## src/rtl/rgb_compositeur.sv

```systemverilog
// Priority compositor for N_COUCHES colour-code layers. A palette RAM maps the winning code to RRRGGGBB.
// Optional palette readback port, enabled by defining RGB_PAL_READBACK_EN.
module rgb_compositeur #(
  parameter int N_COUCHES = 3,
  parameter int CODE_W    = 5
) (
  input  logic                               clk,
  input  logic                               reset_n,
  input  logic [N_COUCHES*CODE_W-1:0]        couleurs,
  input  logic                               pix_valid,
  input  logic                               pal_we,
  input  logic [CODE_W-1:0]                  pal_addr,
  input  logic [7:0]                         pal_data,
  output logic                               pal_ready,
  output logic [2:0]                         rouge,
  output logic [2:0]                         vert,
  output logic [1:0]                         bleu,
  output logic                               rgb_valid,
  output logic [$clog2(N_COUCHES+1)-1:0]     couche_active
`ifdef RGB_PAL_READBACK_EN
  ,
  input  logic                               pal_re,
  output logic [7:0]                         pal_rdata
`endif
);

  localparam int IDX_W = $clog2(N_COUCHES + 1);
  localparam int DEPTH = 2 ** CODE_W;

  typedef enum logic {ST_INIT, ST_RUN} state_t;

  state_t              state_q, state_d;
  logic [CODE_W-1:0]   init_addr_q, init_addr_d;

  logic [7:0]          pal_mem [DEPTH];
  logic                wr_en;
  logic [CODE_W-1:0]   wr_addr;
  logic [7:0]          wr_data;
  logic                user_wr;
  logic [2:0]          init_k;

  logic [CODE_W-1:0]   win_code;
  logic [IDX_W-1:0]    win_idx;
  logic [CODE_W-1:0]   code1_q, code1_d;
  logic [IDX_W-1:0]    idx1_q;
  logic                vld1_q;

  logic [7:0]          rd_data;
  logic [7:0]          pix_d;

  always_ff @(posedge clk) begin
    if (!reset_n) begin
      state_q     <= ST_INIT;
      init_addr_q <= '0;
    end else begin
      state_q     <= state_d;
      init_addr_q <= init_addr_d;
    end
  end

  always_comb begin
    state_d     = state_q;
    init_addr_d = init_addr_q;
    case (state_q)
      ST_INIT: begin
        init_addr_d = init_addr_q + CODE_W'(1);
        if (init_addr_q == CODE_W'(DEPTH - 1)) begin
          state_d = ST_RUN;
        end
      end
      ST_RUN: begin
        state_d = ST_RUN;
      end
      default: begin
        state_d     = ST_INIT;
        init_addr_d = '0;
      end
    endcase
  end

  assign pal_ready = (state_q == ST_RUN);
  assign user_wr   = pal_we && pal_ready;
  // Default entry replicates the low address bits into each colour field.
  assign init_k    = 3'(init_addr_q);

  always_comb begin
    wr_en   = 1'b0;
    wr_addr = pal_addr;
    wr_data = pal_data;
    if (state_q == ST_INIT) begin
      wr_en   = 1'b1;
      wr_addr = init_addr_q;
      wr_data = {init_k, init_k, init_k[1:0]};
    end else if (user_wr) begin
      wr_en   = 1'b1;
    end
  end

  always_ff @(posedge clk) begin
    if (reset_n && wr_en) begin
      pal_mem[wr_addr] <= wr_data;
    end
  end

  // Lowest layer index with a nonzero code wins; scanning downward lets it overwrite the rest.
  always_comb begin
    win_code = '0;
    win_idx  = IDX_W'(N_COUCHES);
    for (int i = N_COUCHES - 1; i >= 0; i--) begin
      if (couleurs[i*CODE_W +: CODE_W] != '0) begin
        win_code = couleurs[i*CODE_W +: CODE_W];
        win_idx  = IDX_W'(i);
      end
    end
  end

  assign code1_d = pix_valid ? win_code : '0;

  always_ff @(posedge clk) begin
    if (!reset_n) begin
      code1_q <= '0;
      idx1_q  <= '0;
      vld1_q  <= 1'b0;
    end else begin
      code1_q <= code1_d;
      idx1_q  <= win_idx;
      vld1_q  <= pix_valid;
    end
  end

  // Write-first: a same-edge write to the address being read is forwarded.
  assign rd_data = (user_wr && (pal_addr == code1_q)) ? pal_data : pal_mem[code1_q];
  assign pix_d   = (pal_ready && (code1_q != '0)) ? rd_data : 8'h00;

  always_ff @(posedge clk) begin
    if (!reset_n) begin
      rouge         <= '0;
      vert          <= '0;
      bleu          <= '0;
      rgb_valid     <= 1'b0;
      couche_active <= '0;
    end else begin
      rouge         <= pix_d[7:5];
      vert          <= pix_d[4:2];
      bleu          <= pix_d[1:0];
      rgb_valid     <= vld1_q;
      couche_active <= pal_ready ? idx1_q : '0;
    end
  end

`ifdef RGB_PAL_READBACK_EN
  always_ff @(posedge clk) begin
    if (!reset_n) begin
      pal_rdata <= 8'h00;
    end else if (pal_re && pal_ready) begin
      pal_rdata <= user_wr ? pal_data : pal_mem[pal_addr];
    end
  end
`endif

endmodule

```

## config.mk

```make
export PLATFORM = sky130hd
export DESIGN_NAME = rgb_compositeur
export DESIGN_NICKNAME = d
export VERILOG_FILES = /design/src/rtl/rgb_compositeur.sv
export SDC_FILE = /design/constraint.sdc
export NUM_CORES = 1
export LEC_CHECK = 0
export BUFFER_PORTS_ARGS = -buffer_cell sky130_fd_sc_hd__buf_2
export CAP_MARGIN = 20
export CORE_MARGIN = 3
export CORE_UTILIZATION = 35
export DETAILED_ROUTE_END_ITERATION = 6
export PLACE_DENSITY = 0.57
export SYNTH_ARGS = -nofsm -noshare
export SYNTH_HDL_FRONTEND = slang
export SYNTH_SLANG_ARGS = --single-unit
```

## constraint.sdc

```tcl
create_clock -name clk -period 2.8 [get_ports clk]
set_input_delay 0.56 -clock clk [delete_from_list [all_inputs] [get_ports clk]]
set_output_delay 0.56 -clock clk [all_outputs]
set_load 0.01 [all_outputs]
```

==> out/summary.txt <==
largest stage delay on the critical path = 0.60 ns
H-tree levels = 1
HPWL after DPL = 17900 µm
share of cells above drive strength 1 = 28.0%
worst path arrival time = 2.82 ns
RSZ-0062 raised after global routing = no
synthesis warning total = 0
Cell Pwr Density = 680 nW/µm²
via count = 5956
fin crit period = 2.41 ns
Vias/cell = 5.33
critical path class = flip-flop to flip-flop
Clock Skews = 0.0236 ns
Worst Hold Depth = 3
cell family with most CP delay = compound AO/OA/AOI/OAI gates
Top Ports = 44
vias in the first global route = 6135
hold path startpoint = couleurs[2]
latest clock arrival within the worst-skew pair = 0.54 ns
starting density of the core = 35.9%
XOR/XNOR Fraction of Synth Area = 0.697%
max_slew headroom = 23.8%
post-synthesis compound-gate area fraction = 5.57%
final hold violation count = 0
most frequent cell after synthesis = edfxtp_1
Syn Area/Cell = 18.4 µm²
# resized after CTS = 0
final worst slack = 0.390 ns
placed instance count = 1067
buffers added on ports = 43
CTS sink count = 281
DR iter-0 viols = 797
P_leak = 4.37 nW
synth-to-layout area growth = 17.5%
R2R Path End = rouge[0]$_SDFF_PN0_
CTS Buffer Depth = 3
ys flop type = edfxtp_1
simple-gate portion of the synthesized area = 4.09%
Post-Syn Area = 11100 µm²
worst path bufs/invs = 1
Worst Hold End = code1_q[2]$_SDFF_PN0_
row count = 64
Seq/Total Area, Yosys = 73.6%
slowest CP cell = or3b_2
fmax = 0.415 GHz
r2r setup slk = 0.39 ns
post-synth net total = 639
share of the synthesized area in the top cell type = 69.1%
fin area = 13100 µm²
max-cap violations = 0
grt ovf = 0
Slew Limit Fails = 0
Layout Cells excl Fill = 1117
mux cell area share after synthesis = 13.7%
DR WL/cell = 23.6 µm
EDFF count, synth = 256
worst slew pin tran = 1.14 ns
final worst path period share = 86.1%
clock root cell = clkbuf_16
Post-synth top cells = edfxtp_1, mux4_2, nor2_1
clock-pin slew on the worst setup and hold paths = 0.06 ns
crit-path cells = buf_12 -> or3b_2 -> o221ai_1 -> a211oi_1 -> a21o_1 -> o22ai_1
CTS tree = done
main combinational cell family by area after synthesis = multiplexers
CTS Hold Bufs = 0
CP Launch Type = flip-flop
global-route wire length before repair = 39500 µm
DR pass1 iterations = 6
Die W = 184 µm
Yosys cell types = 45
peak supply drop = 391 µV
diode count = 0
Post-Route WL = 26300 µm
Die Ht = 184 µm
Final #Nets = 735
setup TNS = 0 ns
drc violations = 0
Worst R2R Start = code1_q[0]$_SDFF_PN0_
Crit. End Element = flip-flop
worst r2r path cells = 6
status = finished clean
synthesized instance count = 605
Total GRT Usage = 15.6%
Die ar. = 34000 µm²
async set or reset register ratio after synthesis = 0%
initial antenna violation count = 0
Core Footprint = 31000 µm²
post-synth top area cell = edfxtp_1
Hold Path Class = input port to flip-flop
post-CTS repair timing setup buffer count = 0
gpl congestion = 0.876
post-route ant nets = 0
largest net degree at the start of global routing = 38
pre-CTS setup slack = 0.362 ns
fill count = 2706
Req. time, crit path = 3.21 ns
top post-synthesis cells by area = edfxtp_1, mux4_2, dfxtp_1
fraction of the mapped netlist area in adder cells = 0.225%
final hold slack = 0.257 ns
worst-path fanout max = 22
TritonCTS Buffers = 28
synthesis-stage register bit count = 281
Placed Instance Area = 12100 µm²
# setup viols final = 0
## metrics by stage
step	utilization, %	total power [mW]
2_1_floorplan	-	5.03
3_3_place_gp	39.2	5.23
3_5_place_dp	39.2	5.25
4_1_cts	42.2	8.97
5_1_grt	42.2	9.18
6_report	42.2	8.89
## layout make-up
type | instances | area, µm² | share of cell area, %
clock buffers | 30 | 708 | 5.42
inverters | 13 | 48.8 | 0.373
multi-input cells | 279 | 2710 | 20.7
clock inverters | 20 | 219 | 1.67
repair buffers | 98 | 703 | 5.38
flip-flops and latches | 281 | 8190 | 62.7
well taps | 396 | 495 | 3.79
## cell families (layout without fill, tap and decap cells)
family / Yosys count / after routing
AO/OA/AOI/OAI: 85 / 85
XOR/XNOR: 8 / 8
adder cells (fa/ha/maj): 2 / 2
buffers and inverters: 45 / 161
flip-flops: 281 / 281
multiplexers: 89 / 89
AND/OR/NAND/NOR: 95 / 95
## flip-flops by register name (all words and copies together), names as in the netlist
| register | cells |
|---|---|
| vld1_q | 1 |
| init_addr_q | 5 |
| idx1_q | 2 |
| rgb_valid | 1 |
| couche_active | 2 |
| rouge | 3 |
| pal_ready | 1 |
| bleu | 2 |
| vert | 3 |
| pal_mem | 256 |
| code1_q | 5 |
## tightest hold or removal path, cell delays in order
cell,delay [ns]
buf_2,0.09
a21oi_1,0.04
nor2_1,0.08
## worst max path at each step
stage                          start                  endpoint  slack, ns  cells after the start
3_5_place_dp   code1_q[0]$_SDFF_PN0_       rouge[0]$_SDFF_PN0_       0.36                      6
4_1_cts        code1_q[0]$_SDFF_PN0_       rouge[0]$_SDFF_PN0_       0.32                      6
5_1_grt        code1_q[0]$_SDFF_PN0_       rouge[0]$_SDFF_PN0_       0.27                      6
2_1_floorplan   pal_ready$_SDFF_PN0_  pal_mem[17][0]$_DFFE_PP_       0.57                      6
3_3_place_gp   code1_q[0]$_SDFF_PN0_       rouge[0]$_SDFF_PN0_       0.37                      6
6_report       code1_q[0]$_SDFF_PN0_       rouge[0]$_SDFF_PN0_       0.39                      6
## cells in the final DEF, fill, tap and decap left out, drive strengths merged, types with 3 or more instances in the layout
master and count:
edfxtp 256, buf 98, mux4 50, nor2 42
mux2i 35, clkbuf 30, dfxtp 25, a21oi 18
nand2 14, inv 13, o221ai 13, clkinv 12
nand3 9, a21o 9, a211oi 9, o22ai 8
a22o 8, nor2b 7, and3 6, nand2b 5
xnor2 5, o21ai 4, and2 4, o32ai 4
a22oi 4, bufinv 4, clkinvlp 4, mux2 4
or4 3, xor2 3
## where the power goes
group          switching (mW)  leakage [nW]  internal (mW)  total, mW
Clock                    1.53         0.443           2.20       3.73
Combinational           0.310          1.37          0.173      0.483
Sequential             0.0273          2.56           4.65       4.67
## per-layer routing
metal	global-route usage (%)	wire, µm	share of wire (%)
met3	2.88	1600	6.1
met4	5.14	855	3.2
met5	0	0	0
met2	25.6	12800	49
met1	21.2	11100	42
Note: power is estimated with default switching activity, not from simulation.
